--- config.mk ---
export PLATFORM = sky130hd
export DESIGN_NAME = apb_bus
export DESIGN_NICKNAME = d
export VERILOG_FILES = /design/src/rtl/apb_bus.sv
export SDC_FILE = /design/constraint.sdc
export NUM_CORES = 1
export LEC_CHECK = 0
export ABC_AREA = 0
export BUFFER_PORTS_ARGS = -buffer_cell sky130_fd_sc_hd__buf_2
export CAP_MARGIN = 20
export CORE_ASPECT_RATIO = 2
export CORE_MARGIN = 8
export CORE_UTILIZATION = 40
export CTS_CLUSTER_DIAMETER = 200
export DETAILED_ROUTE_END_ITERATION = 7
export PLACE_DENSITY_LB_ADDON = 0.1
export SLEW_MARGIN = 30
export SYNTH_ARGS = -nofsm -noshare
export SYNTH_HDL_FRONTEND = slang
export SYNTH_SLANG_ARGS = --single-unit
--- constraint.sdc ---
create_clock -name PCLK -period 2.95 [get_ports PCLK]
set_clock_uncertainty 0.05 [all_clocks]
set_input_delay 0.295 -clock PCLK [delete_from_list [all_inputs] [get_ports PCLK]]
set_output_delay 0.295 -clock PCLK [all_outputs]
set_load 0.02 [all_outputs]
--- src/rtl/apb_bus.sv ---
// apb_bus: APB requester bridge turning local transfer requests into IDLE/SETUP/ACCESS APB cycles.
// Ports: PCLK/PRESETn (async, active-high) clock and reset;
//   Transfer, IN_ADDR, IN_DATA, IN_WRITE, IN_STRB: local request side;
//   OUT_RDATA, OUT_SLVERR: result of the last completed transfer;
//   PADDR, PWDATA, PWRITE, PSTRB, PENABLE, PSEL: APB requester outputs;
//   PRDATA, PREADY, PSLVERR: APB completer responses.
module apb_bus #(
  parameter int DATA_WIDTH    = 32,
  parameter int ADDRESS_WIDTH = 4,
  parameter int STRB_WIDTH    = 4,
  parameter int SLAVES_NUM    = 2
) (
  input  logic                     PCLK,
  input  logic                     PRESETn,
  input  logic                     Transfer,
  input  logic [ADDRESS_WIDTH-1:0] IN_ADDR,
  input  logic [DATA_WIDTH-1:0]    IN_DATA,
  input  logic                     IN_WRITE,
  input  logic [STRB_WIDTH-1:0]    IN_STRB,
  input  logic [DATA_WIDTH-1:0]    PRDATA,
  input  logic                     PREADY,
  input  logic                     PSLVERR,
  output logic [DATA_WIDTH-1:0]    OUT_RDATA,
  output logic                     OUT_SLVERR,
  output logic [ADDRESS_WIDTH-1:0] PADDR,
  output logic [DATA_WIDTH-1:0]    PWDATA,
  output logic                     PWRITE,
  output logic [STRB_WIDTH-1:0]    PSTRB,
  output logic                     PENABLE,
  output logic [SLAVES_NUM-1:0]    PSEL
);
  localparam int IDX_W = SLAVES_NUM > 1 ? $clog2(SLAVES_NUM) : 1;
  typedef enum logic [1:0] {IDLE, SETUP, ACCESS} state_t;
  state_t                   state_q, state_d;
  logic [ADDRESS_WIDTH-1:0] addr_q, addr_d;
  logic [DATA_WIDTH-1:0]    wdata_q, wdata_d;
  logic                     write_q, write_d;
  logic [STRB_WIDTH-1:0]    strb_q, strb_d;
  logic [SLAVES_NUM-1:0]    sel_q, sel_d;
  logic [DATA_WIDTH-1:0]    rdata_q, rdata_d;
  logic                     slverr_q, slverr_d;
  logic [IDX_W-1:0]         idx;
  logic [SLAVES_NUM-1:0]    dec_sel;
  logic [STRB_WIDTH-1:0]    in_strb;
  logic                     setup, done;
  assign idx     = IN_ADDR[ADDRESS_WIDTH-1 -: IDX_W];
  // Indices past the last completer (non-power-of-2 SLAVES_NUM) select nobody.
  assign dec_sel = SLAVES_NUM == 1 ? '1 : 32'(idx) < SLAVES_NUM ? SLAVES_NUM'(1) << idx : '0;
  assign in_strb = IN_WRITE ? IN_STRB : '0;
  assign setup   = state_q == SETUP;
  assign done    = state_q == ACCESS && PREADY;
  always_comb begin
    state_d  = state_q == IDLE  ? (Transfer ? SETUP : IDLE) :
               state_q == SETUP ? ACCESS :
               done             ? (Transfer ? SETUP : IDLE) : ACCESS;
    addr_d   = setup ? IN_ADDR : addr_q;
    wdata_d  = setup ? IN_DATA : wdata_q;
    write_d  = setup ? IN_WRITE : write_q;
    strb_d   = setup ? in_strb : strb_q;
    sel_d    = setup ? dec_sel : sel_q;
    rdata_d  = done && !write_q ? PRDATA : rdata_q;
    slverr_d = done ? PSLVERR : slverr_q;
  end
  always_ff @(posedge PCLK or posedge PRESETn) begin
    if (PRESETn) begin
      state_q  <= IDLE;
      addr_q   <= '0;
      wdata_q  <= '0;
      write_q  <= 1'b0;
      strb_q   <= '0;
      sel_q    <= '0;
      rdata_q  <= '0;
      slverr_q <= 1'b0;
    end else begin
      state_q  <= state_d;
      addr_q   <= addr_d;
      wdata_q  <= wdata_d;
      write_q  <= write_d;
      strb_q   <= strb_d;
      sel_q    <= sel_d;
      rdata_q  <= rdata_d;
      slverr_q <= slverr_d;
    end
  end
  // SETUP shows the live request; ACCESS and IDLE show the captured copy so wait states stay stable.
  assign PADDR      = setup ? IN_ADDR : addr_q;
  assign PWDATA     = setup ? IN_DATA : wdata_q;
  assign PWRITE     = setup ? IN_WRITE : write_q;
  assign PSTRB      = setup ? in_strb : strb_q;
  assign PSEL       = setup ? dec_sel : state_q == ACCESS ? sel_q : '0;
  assign PENABLE    = state_q == ACCESS;
  assign OUT_RDATA  = rdata_q;
  assign OUT_SLVERR = slverr_q;
endmodule

Word-level counts from Yosys, hierarchy flattened

Index checks and enable logic that the tools add are counted.

Register bits: 78
Bits of input ports: 78
Output and inout bits: 77
Logic and storage cells: 26

Equal/unequal tests: 2
Shift-type cells: 1
Mux-type cells: 11
Reductions and logical operators: 4

Operators with widths:

| cell                | count |
|---|---|
| $mux 32             | 1 |
| $mux 4              | 3 |
| $mux 2              | 5 |
| $eq 2x1->1 const B  | 1 |
| $eq 2x2->1 const B  | 1 |
| $logic_and 1x1->1   | 2 |
| $logic_not 2->1     | 1 |
| $mux 1              | 2 |
| $shl 1x1->2 const A | 1 |
| $logic_not 1->1     | 1 |

Logic depth before layout (Yosys ltp)

Gate-level depths: netlist (run 1).

Word-level depth: 5
Mapped depth: 4
Gate-level depth less buffers: 2

Least setup slack after synthesis (run 1)

Ideal clock, no wire load.

Kind: reg-to-output
From: register state_q[0]
To: output port PSTRB[0]
Arrival: 1.293 ns
Required time: 2.605 ns
Setup slack: 1.312 ns
Stages on the path, launching flop included: 5
Path buffers: 2
Cells stage by stage: dfrtp_1 nor2b_1 buf_4 buf_6 mux2i_1

Cells in the longest elaborated chain, start to end: 2

RTL lines:

| element                | line | text |
|---|---|---|
| start, declared        | 34   | `state_t state_q, state_d;` |
| start signal, assigned | 75   | `state_q <= state_d;` |
| $eq 2x1->1             | 50   | `assign setup = state_q == SETUP;` |
| $mux 4                 | 89   | `assign PSTRB = setup ? in_strb : strb_q;` |
| end, declared          | 28   | `output logic [STRB_WIDTH-1:0] PSTRB,` |

Every way passes these cells.

Worst setup path in the final report (run 1)

From: register state_q[0]
To: output port PWDATA[3]

Cells in the longest elaborated chain, start to end: 2

RTL lines:

| element       | line | text |
|---|---|---|
| $eq 2x1->1    | 50   |  |
| $mux 32       | 87   | `assign PWDATA = setup ? IN_DATA : wdata_q;` |
| end, declared | 26   | `output logic [DATA_WIDTH-1:0] PWDATA,` |

Every way passes these cells.

==> results.md, run 1 <==
- Clk slew on worst S/H paths: 50 ps
- IO Count: 155
- Initial drt markers: 47
- Max-slew violation count: 0
- Hold Path Origin: Transfer
- Maximum buffer depth of the clock tree: 2
- Synth Area per Inst: 17.2 µm²
- Number of post-CTS setup repair buffers: 0
- Largest net degree at the start of global routing: 46
- Area of the multi-input gates: 1060 µm²
- Worst-skew pair later-pin latency: 320 ps
- Worst r2r path cells: 3
- Total congestion overflow after global routing: 0
- Area Growth Syn to Fin: 36.9%
- Static Leakage: around 2.2 nW
- DRC: 0
- Post-DP Area: 3980 µm²
- Row count: 46
- Max Clk Rate: between 400 and 500 MHz
- Cts hold-fix bufs: 1
- Post-cts resize count: 0
- Peak supply drop: 0.837 mV
- Post-DR vias/cell: 4.53
- Setup slack, reg-to-reg: around 1200 ps
- Met3 GRT Util: 5.70%
- RSZ-0062 raised after global routing: no
- Final nets: 423
- Reg area: ~2000 µm²
- Full die area: 11,100 µm²
- Total track usage: 13.2%
- Synth unique cells: 15
- Vias in the first global route: 2,372
- Critical Path Source Type: flip-flop
- Synthesized netlist cell count: roughly 180
- Port Buf Inserts: 154
- Hold Crit Class: in2reg
- Fin. Hold Viols: 0
- Grt peak-use layer: met2
- CTS tree: yes
- Max-cap check violation count: 0
- Most common cell after layout, fill and taps aside: buf_2
- Crit path max fanout: 45
- Most frequent cells in the layout: buf_2, dfrtp_1, mux2_2
- Initial antenna violation count: 0
- Setup violators final: 0
- Sink Count: 78
- RR Startpoint: state_q[0]
- Status: complete, no violations
- Slowest CP cell: buf_4
- GR Util met1: 15.2%
- Final WL: 7310 µm
- Fin crit period: approximately 2400 ps
- Sequential fraction of the synthesis area: 62.1%
- Crit path cell chain: nor2b_4 > buf_4 > mux2_2 > buf_2
- Routed WL per cell: roughly 16 µm
- CP Capture Type: primary output
- Worst EP arrival: 2040 ps
- DR pass1 iterations: 4
- Delay-heaviest family, CP: buffers and inverters
- Crit path largest cell delay: 480 ps
- Met2 usage: 20.8%
- Chip height: 141 µm
- Worst Hold Depth: 3
- Via count: 2,019
- Power Dens Cells: 1070 nW/µm²
- Flops & latches, synth: a little under 80
- Final Wtd Congestion: about 0.7
- Mapped cell area: 3140 µm²
- Fillcell total: 669
- Buf/Inv on CP: 2
- Inserted Diodes: 0
- Period utilization: between 80 and 90%
- Slew margin rel.: roughly 63%
- Least-Margin Pin Slew: around 560 ps
- DP HPWL: 5590 µm
- ANT nets after route: 0
- Crit Path Class: reg2out
- H-tree levels: 3
- First-pass GRT wire length: 11,600 µm
- Setup TNS: 0 ps
- Syn Nets: roughly 260
- Clk root buf: clkbuf_16
- WP data required: roughly 2600 ps
- Hold Path End: state_q[0]
- RR Endpoint: wdata_q[3]
- Share of layout cells above drive strength 1: 70.9%
- Fin area: 4300 µm²
- Initial Util: 40.5%
- Die width: 78.7 µm
- CTS Buf Count: 9
- Core footprint: 7770 µm²
- Yosys warns: 0
[worst max-delay path by stage]
stage	from	to	slack (ps)	cells after the start
3_5_place_dp	state_q[0]	PWDATA[0]	870	4
2_1_floorplan	PRESETn	OUT_RDATA[0]	610	1
6_report	state_q[0]	PWDATA[3]	570	4
4_1_cts	state_q[0]	PWDATA[0]	520	4
3_3_place_gp	state_q[0]	PWDATA[26]	940	4
5_1_grt	state_q[0]	PWDATA[27]	420	4
[layer usage]
metal / part of all wire [%] / wire length [µm]
met1: 40 / 2960
met4: 1.5 / 110
met5: 0 / 0
met3: 9.2 / 674
met2: 49 / 3570
[synthesized netlist by cell type]
library cell  instances  area (µm²)
mux2i_1               4        40.0
nor4bb_1              1        10.0
buf_12                3        60.1
dfrtp_1              78        1950
a211oi_1              1        7.51
a22o_1                2        17.5
a21o_1                1        7.51
nor2b_1               2        12.5
buf_6                 4        45.0
mux2_4               30         450
mux2_2               42         473
nand2_1               4        15.0
nand3b_1              1        7.51
buf_4                 2        15.0
inv_1                 8        30.0
[state kept, by name (all words and copies together) (netlist names)]
register,cells
strb_q,4
state_q,2
OUT_SLVERR,1
addr_q,4
write_q,1
sel_q,2
OUT_RDATA,32
wdata_q,32
[final cells by class]
cell class | count | share of cell area [%]
Sequential cell | 78 | 45.4
Multi-Input combinational cell | 88 | 24.7
Inverter | 8 | 0.727
Clock inverter | 4 | 1.63
Timing Repair Buffer | 160 | 19.0
Clock buffer | 12 | 5.73
Tap cell | 96 | 2.79
[cells by family after synthesis]
family / Yosys count / share of synthesized area (%)
buf+inv: 17 / 4.78
flops: 78 / 62.1
simple gates: 8 / 1.43
compound gates: 4 / 1.04
mux: 76 / 30.7
[stage by stage]
stage | power [mW] | setup WS, ps | hold WS (ps) | instances | util [%]
floorplan | 2.89 | 610 | 358 | 183 | -
finish | 4.59 | 568 | 147 | 446 | 55.4
global route | 4.84 | 424 | 141 | 446 | 55.4
global placement | 3.45 | 944 | 296 | 429 | 51.2
detailed placement | 3.49 | 869 | 319 | 429 | 51.2
CTS | 4.67 | 519 | 135 | 446 | 55.4
[worst reg2reg max path, stage by stage, from the launching register on]
cell	delay (ps)
dfrtp_1	460
nor2b_4	180
buf_4	480
mux2_2	430
[report_power, final]
part	total [mW]	switching, mW	internal [mW]	leakage (nW)
logic	1.78	0.984	0.793	1.10
registers	1.67	0.172	1.50	0.925
clock network	1.14	0.382	0.761	0.157
total	4.59	1.54	3.05	2.18
No activity file was read; power rests on OpenSTA's default activity.
==> run 2: changes to the inputs <==
--- a/config.mk
+++ b/config.mk
@@ -5,7 +5,7 @@
 export SDC_FILE = /design/constraint.sdc
 export NUM_CORES = 1
 export LEC_CHECK = 0
-export ABC_AREA = 0
+export ABC_AREA = 1
 export BUFFER_PORTS_ARGS = -buffer_cell sky130_fd_sc_hd__buf_2
 export CAP_MARGIN = 20
 export CORE_ASPECT_RATIO = 2
==> constraint.sdc (replaced) <==
create_clock -name PCLK -period 2.1 [get_ports PCLK]
set_clock_uncertainty 0.05 [all_clocks]
set_input_delay 0.21 -clock PCLK [delete_from_list [all_inputs] [get_ports PCLK]]
set_output_delay 0.21 -clock PCLK [all_outputs]
set_load 0.02 [all_outputs]
==> run 2 against run 1 <==
  * First-iteration DRC count grew 81%
  * Sequential share of layout area shrank 0.20 points
  * Count of clock-buffer cells in the layout shrank 1
  * Critical endpoint is now PSTRB[0]
==> results.md, run 2 <==
- Status: complete, no violations (unchanged)
- Fin. Hold Viols: 0 (unchanged)
- Flops & latches, synth: 78 (unchanged)
- CTS Buf Count: 9 (unchanged)
- Worst slack, placed: 330 ps (was 869 ps)
- Max-slew violation count: 0 (unchanged)
- RR Endpoint: OUT_RDATA[0] (was wdata_q[3])
- Worst EP arrival: 1630 ps (was 2040 ps)
- Max Clk Rate: roughly 530 MHz
- Share of layout cells above drive strength 1: 37.4% (was 70.9%)
- Met2 usage: 26.3% (was 20.8%)
- Worst r2r path cells: 4 (was 3)
- Final Wtd Congestion: 0.772 (was 0.687)
- Reg area: 1950 µm² (unchanged)
- Hold Path End: wdata_q[12] (was state_q[0])
- RSZ-0062 raised after global routing: no (unchanged)
- Psw: 2.35 mW (was 1.54 mW)
- Total power draw: 6.24 mW (was 4.59 mW)
- Fillcell total: 745 (was 669)
- Inserted Diodes: 0 (unchanged)
- Asr flop ratio synth: 100% (unchanged)
- Clock share of power: 26.5% (was 24.9%)
- Logic pwr share: 36.6% (was 38.7%)
- GR Util met1: 16.5% (was 15.2%)
- First-pass GRT wire length: 14,100 µm (was 11,600 µm)
- Synth Area per Inst: 9.10 µm² (was 17.2 µm²)
- Vias in the first global route: 2,988 (was 2,372)
- Setup violators final: 0 (unchanged)
- Slew margin rel.: 61.1% (was 62.5%)
- Static Leakage: 2.51 nW (was 2.18 nW)
- CTS tree: yes (unchanged)
- Full die area: 11,000 µm² (was 11,100 µm²)
- IO Count: 155 (unchanged)
- Critical Path Source Type: flip-flop (unchanged)
- Sequential fraction of the synthesis area: 63.1% (was 62.1%)
- Clk root buf: clkbuf_16 (unchanged)
- Chip height: 140 µm (was 141 µm)
- CP Capture Type: primary output (unchanged)
- Placed insts: 575 (was 429)
- Synth Flop Type: dfrtp_1 (unchanged)
- Mapped cell area: 3090 µm² (was 3140 µm²)
- Peak supply drop: 0.788 mV (was 0.837 mV)
- Setup slack, reg-to-reg: 740 ps (was 1230 ps)
- Maximum buffer depth of the clock tree: 2 (unchanged)
- Internal power: 3.89 mW (was 3.05 mW)
- Fin worst setup slack: 212 ps (was 568 ps)
- Total congestion overflow after global routing: 0 (unchanged)
- Crit path largest cell delay: 440 ps (was 480 ps)
- Syn Nets: 418 (was 261)
- Hold Path Origin: IN_DATA[12] (was Transfer)
- Power Dens Cells: 1440 nW/µm² (was 1070 nW/µm²)
- Most common cell after layout, fill and taps aside: nand2_1 (was buf_2)
- Switching share of total power: 37.7% (was 33.5%)
- Fin cells: 594 (was 446)
- Synth unique cells: 18 (was 15)
- Port Buf Inserts: 154 (unchanged)
- Met3 GRT Util: 8.72% (was 5.70%)
- Number of synthesized flops with an enable pin: 0 (unchanged)
- Row count: 45 (was 46)
- Post-DR vias/cell: 4.77 (was 4.53)
- Synthesized netlist cell count: 340 (was 183)
- Worst-skew pair later-pin latency: 330 ps (was 320 ps)
- Die width: 78.2 µm (was 78.7 µm)
- RR Startpoint: state_q[0] (unchanged)
- Worst Hold Depth: 3 (unchanged)
- DP HPWL: 6420 µm (was 5590 µm)
- Routed WL per cell: 14.7 µm (was 16.4 µm)
- ANT nets after route: 0 (unchanged)
- Slowest CP cell: dfrtp_1 (was buf_4)
- Post-DP Area: 3950 µm² (was 3980 µm²)
- Core footprint: 7540 µm² (was 7770 µm²)
- Largest net degree at the start of global routing: 42 (was 46)
- H-tree levels: 3 (unchanged)
- Setup TNS: 0 ps (unchanged)
- Max-cap check violation count: 0 (unchanged)
- Sink Count: 78 (unchanged)
- Via count: 2,833 (was 2,019)
- Initial drt markers: 85 (was 47)
- Initial antenna violation count: 0 (unchanged)
- Seq pwr share: 36.9% (was 36.4%)
- Synth top area share: 63.1% (was 62.1%)
- Largest cells by area after synthesis: dfrtp_1, nand2_1, nand4_1, buf_2, buf_4 (was dfrtp_1, mux2_2, mux2_4, buf_12, buf_6)
- DR pass1 iterations: 4 (unchanged)
- Largest area contributor in the netlist: dfrtp_1 (unchanged)
- DRC: 0 (unchanged)
- Total track usage: 16.0% (was 13.2%)
- Crit Path Class: reg2out (unchanged)
- Most frequent cell after synthesis: nand2_1 (was dfrtp_1)
- Area Growth Syn to Fin: 39.6% (was 36.9%)
- Area of the multi-input gates: 991 µm² (was 1060 µm²)
- Yosys warns: 0 (unchanged)
- Clk slew on worst S/H paths: 50 ps (about the same)
- Hold Crit Class: in2reg (unchanged)
- Least-Margin Pin Slew: 582 ps (was 562 ps)
- Period utilization: 89.9%
- Crit path max fanout: 34 (was 45)
- WP data required: 1840 ps (was 2610 ps)
- Grt peak-use layer: met2 (unchanged)
- Final nets: 574 (was 423)
- Crit path cell chain: nand2_4 > buf_6 > nand2_1 > o21ai_0 > buf_2 (was nor2b_4 > buf_4 > mux2_2 > buf_2)
- Initial Util: 41.0% (was 40.5%)
- Most frequent cells in the layout: nand2_1, buf_2, dfrtp_1 (was buf_2, dfrtp_1, mux2_2)
- Final WL: 8750 µm (was 7310 µm)
- Fin crit period: 1890 ps
- Most frequent cells after synthesis: nand2_1, dfrtp_1, nand4_1, buf_2 (was dfrtp_1, mux2_2, mux2_4, inv_1)
- Fin area: 4320 µm² (was 4300 µm²)
==> run 2: changes by cell type after synthesis, sizes merged, moves of 2 or more <==
cell,previous run,this run
nand2,4,185
mux2,72,0
nand4,0,33
o21ai,0,10
buf,9,18
mux2i,4,0
clkbuf,0,3
a22o,2,0
nor2,0,2
nor2b,2,0
==> run 2: metrics by stage <==
| step | hold WS [ps] | util [%] |
|---|---|---|
| finish | 42.1 | 57.3 |
| floorplan | 266 | - |
| global route | 26.5 | 57.3 |
| global placement | 266 | 52.3 |
| CTS | 26.8 | 56.8 |
| detailed placement | 260 | 52.3 |
==> run 2: worst max-delay path by stage <==
stage,cells past startpoint,endpoint,slack [ps],startpoint
finish,5,PSTRB[0],210,state_q[0]
global route,5,PSTRB[1],80,state_q[0]
CTS,5,PSTRB[0],50,state_q[0]
detailed placement,7,PWDATA[24],330,state_q[1]
global placement,7,PWDATA[24],380,state_q[1]
floorplan,4,PSTRB[0],560,state_q[1]
==> run 2: repair_timing <==
item	4_1_cts	5_1_grt
hold buffers	1	0
endpoints found under the setup margin	3	20
resized for setup	1	4
endpoints found under the hold margin	25	0
setup buffers	0	3
==> run 2: layer usage <==
metal / vias to the layer above / routed length, µm
met2: 108 / 4350
met1: 1316 / 3320
li1: 1397 / -
met5: - / 0
met4: 0 / 157
met3: 12 / 933
==> run 2: cells by family after synthesis <==
logic type	after synthesis	share of synthesized area, %
and+or+nand+nor	222	30.2
AOI/OAI and AO/OA	10	1.62
buffers and inverters	30	5.05
DFF	78	63.1
==> run 2: power by group through the flow <==
stage / clock network (mW) / logic [mW] / registers (mW)
after floorplan: 0 / 1.05 / 2.69
after global placement: 0 / 2.29 / 2.30
after detailed placement: 0 / 2.31 / 2.32
after CTS: 1.70 / 2.32 / 2.30
after global routing: 1.76 / 2.52 / 2.36
final: 1.65 / 2.28 / 2.30
==> run 2: critical path: cells and delay by family, from the launching register on <==
family | cells | cell delay, ps
DFF | 1 | 440
and+or+nand+nor | 2 | 280
AOI/OAI and AO/OA | 1 | 100
buffers and inverters | 2 | 480
==> run 2: area by class of cell <==
class | count | area share [%]
Sequential cell | 78 | 45.2
Timing Repair Buffer | 166 | 20.6
Inverter | 9 | 1.04
Clock inverter | 4 | 1.62
Clock buffer | 11 | 5.85
Multi-Input combinational cell | 232 | 22.9
Tap cell | 94 | 2.72
==> run 3: changes to the inputs <==
--- a/config.mk
+++ b/config.mk
@@ -6,13 +6,13 @@
 export NUM_CORES = 1
 export LEC_CHECK = 0
 export ABC_AREA = 1
-export BUFFER_PORTS_ARGS = -buffer_cell sky130_fd_sc_hd__buf_2
 export CAP_MARGIN = 20
 export CORE_ASPECT_RATIO = 2
 export CORE_MARGIN = 8
 export CORE_UTILIZATION = 40
 export CTS_CLUSTER_DIAMETER = 200
 export DETAILED_ROUTE_END_ITERATION = 7
+export DONT_BUFFER_PORTS = 1
 export PLACE_DENSITY_LB_ADDON = 0.1
 export SLEW_MARGIN = 30
 export SYNTH_ARGS = -nofsm -noshare
==> run 3 against run 2 <==
  * Register-to-register slack worse by 490 ps
  * Sequential power is 21% higher
  * Count of clock-buffer cells in the layout is 1 lower
  * Wire length is 1.3% higher
  * Die area stayed put
  * Hold slack worse by 29 ps
  * Critical path type unchanged
==> results.md, run 3 (same netlist as run 2, synthesis figures left out) <==
- Total congestion overflow after global routing: 0 (unchanged)
- Least-Margin Pin Slew: 836 ps (was 582 ps)
- Row count: 45 (unchanged)
- Crit path max fanout: 14 (was 34)
- Routed WL per cell: 18.1 µm (was 14.7 µm)
- First-pass GRT wire length: 14,100 µm (about the same)
- Most frequent cells in the layout: nand2_1, dfrtp_1, dlygate4sd3_1 (was nand2_1, buf_2, dfrtp_1)
- Initial antenna violation count: 0 (unchanged)
- IO Count: 155 (unchanged)
- RR Startpoint: state_q[0] (unchanged)
- Sink Count: 78 (unchanged)
- Share of layout cells above drive strength 1: 7.58% (was 37.4%)
- Final nets: 472 (was 574)
- Setup crit start: state_q[1] (was state_q[0])
- Vias in the first global route: 2,668 (was 2,988)
- Full die area: 11,000 µm² (unchanged)
- Max Clk Rate: 512 MHz (was 530 MHz)
- Peak supply drop: 0.642 mV (was 0.788 mV)
- Worst r2r path cells: 5 (was 4)
- Initial Util: 41.0% (unchanged)
- Period utilization: 93.0% (was 89.9%)
- Total power draw: 5.42 mW (was 6.24 mW)
- CTS Buf Count: 9 (unchanged)
- Critical Path Source Type: flip-flop (unchanged)
- Worst EP arrival: 1690 ps (was 1630 ps)
- DP HPWL: 6060 µm (was 6420 µm)
- Clk slew on worst S/H paths: 50 ps (about the same)
- Status: complete, no violations (unchanged)
- ANT nets after route: 0 (unchanged)
- Area Growth Syn to Fin: 28.5% (was 39.6%)
- Power Dens Cells: 1360 nW/µm² (was 1440 nW/µm²)
- Hold WS: 12.8 ps (was 42.1 ps)
- Setup slack, reg-to-reg: 250 ps (was 740 ps)
- Port Buf Inserts: 0 (was 154)
- Fin area: 3980 µm² (was 4320 µm²)
- RR Endpoint: OUT_RDATA[6] (was OUT_RDATA[0])
- Max-cap check violation count: 0 (unchanged)
- RSZ-0062 raised after global routing: no (unchanged)
- Core footprint: 7540 µm² (unchanged)
- Setup crit end: PSTRB[1] (was PSTRB[0])
- Max-slew violation count: 0 (unchanged)
- Total track usage: 16.1% (was 16.0%)
- Setup violators final: 0 (unchanged)
- Setup TNS: 0 ps (unchanged)
- Initial drt markers: 147 (was 85)
- Post-DP Area: 3200 µm² (was 3950 µm²)
- Die width: 78.2 µm (unchanged)
- Static Leakage: 1.99 nW (was 2.51 nW)
- Clk root buf: clkbuf_16 (unchanged)
- Fin crit period: 1950 ps (was 1890 ps)
- H-tree levels: 3 (unchanged)
- Hold Crit Class: in2reg (unchanged)
- Worst-skew pair later-pin latency: 320 ps (was 330 ps)
- Fin. Hold Viols: 0 (unchanged)
- DRC: 0 (unchanged)
- Slowest CP cell: o21ai_0 (was dfrtp_1)
- Via count: 2,493 (was 2,833)
- Chip height: 140 µm (unchanged)
- Inserted Diodes: 0 (unchanged)
- Fillcell total: 705 (was 745)
- CTS tree: yes (unchanged)
- Final Wtd Congestion: 0.740 (was 0.772)
- Crit Path Class: reg2out (unchanged)
- Crit path largest cell delay: 710 ps (was 440 ps)
- Largest net degree at the start of global routing: 44 (was 42)
- Slew margin rel.: 43.7% (was 61.1%)
- Maximum buffer depth of the clock tree: 2 (unchanged)
- Final WL: 8870 µm (was 8750 µm)
- CP Capture Type: primary output (unchanged)
- Crit path cell chain: inv_2 > nand2_2 > o21ai_0 (was nand2_4 > buf_6 > nand2_1 > o21ai_0 > buf_2)
- WP data required: 1840 ps (about the same)
- Number of post-CTS setup repair buffers: 0 (unchanged)
- DR pass1 iterations: 4 (unchanged)
- Most common cell after layout, fill and taps aside: nand2_1 (unchanged)
- Post-DR vias/cell: 5.09 (was 4.77)
==> run 3: cell types whose count changed in the layout (fill, tap and decap cells not counted), moves of 2 or more <==
cell | before | now
buf_2 | 154 | 0
bufinv_16 | 2 | 0
clkbuf_8 | 2 | 0
dlygate4sd3_1 | 1 | 53
==> run 3: final cells by class <==
class | count | area, µm² | share of cell area (%)
repair buffers | 64 | 638 | 16.0
clock inverters | 3 | 15.0 | 0.377
inverters | 9 | 40.0 | 1.01
multi-input cells | 232 | 986 | 24.8
flip-flops and latches | 78 | 1950 | 49.1
well taps | 94 | 118 | 2.96
clock buffers | 10 | 229 | 5.76
==> run 3: worst max-delay path, delay by kind of cell, from the launching register on <==
| family | cells | cell delay [ps] |
|---|---|---|
| compound gates | 1 | 710 |
| simple gates | 1 | 170 |
| buf+inv | 1 | 100 |
| flops | 1 | 390 |
==> run 3: routing by layer <==
metal / vias up / global-route usage, % / part of all wire (%)
met4: 0 / 6.88 / 1.5
met1: 1173 / 16.8 / 37
met3: 10 / 7.31 / 11
met2: 124 / 27.0 / 51
li1: 1186 / - / -
met5: - / 0 / 0
==> run 3: what timing repair did <==
item                                    4_1_cts  5_1_grt
resized for setup                             0        1
hold buffers                                 53        0
endpoints found under the setup margin        0        9
endpoints found under the hold margin        53        0
==> run 3: power by group <==
| part | internal [mW] | total, mW | switching, mW |
|---|---|---|---|
| logic | 0.367 | 1.34 | 0.973 |
| clock network | 0.772 | 1.30 | 0.530 |
| registers | 2.07 | 2.78 | 0.710 |
==> run 3: through the flow <==
stage / setup slack (ps) / cells / utilization (%)
after floorplan: 564 / 340 / -
after global placement: 476 / 424 / 42.4
after detailed placement: 454 / 424 / 42.4
after CTS: 98.3 / 490 / 52.7
after global routing: 17.7 / 490 / 52.7
final: 146 / 490 / 52.7
==> run 3: worst min-delay path by stage <==
stage / from / end / cells after the start
CTS: PRDATA[18] / OUT_RDATA[18] / 2
global placement: PRESETn / OUT_RDATA[2] / 1
floorplan: Transfer / state_q[0] / 2
finish: PRDATA[18] / OUT_RDATA[18] / 2
global route: IN_ADDR[3] / sel_q[0] / 2
detailed placement: PRESETn / OUT_RDATA[2] / 1
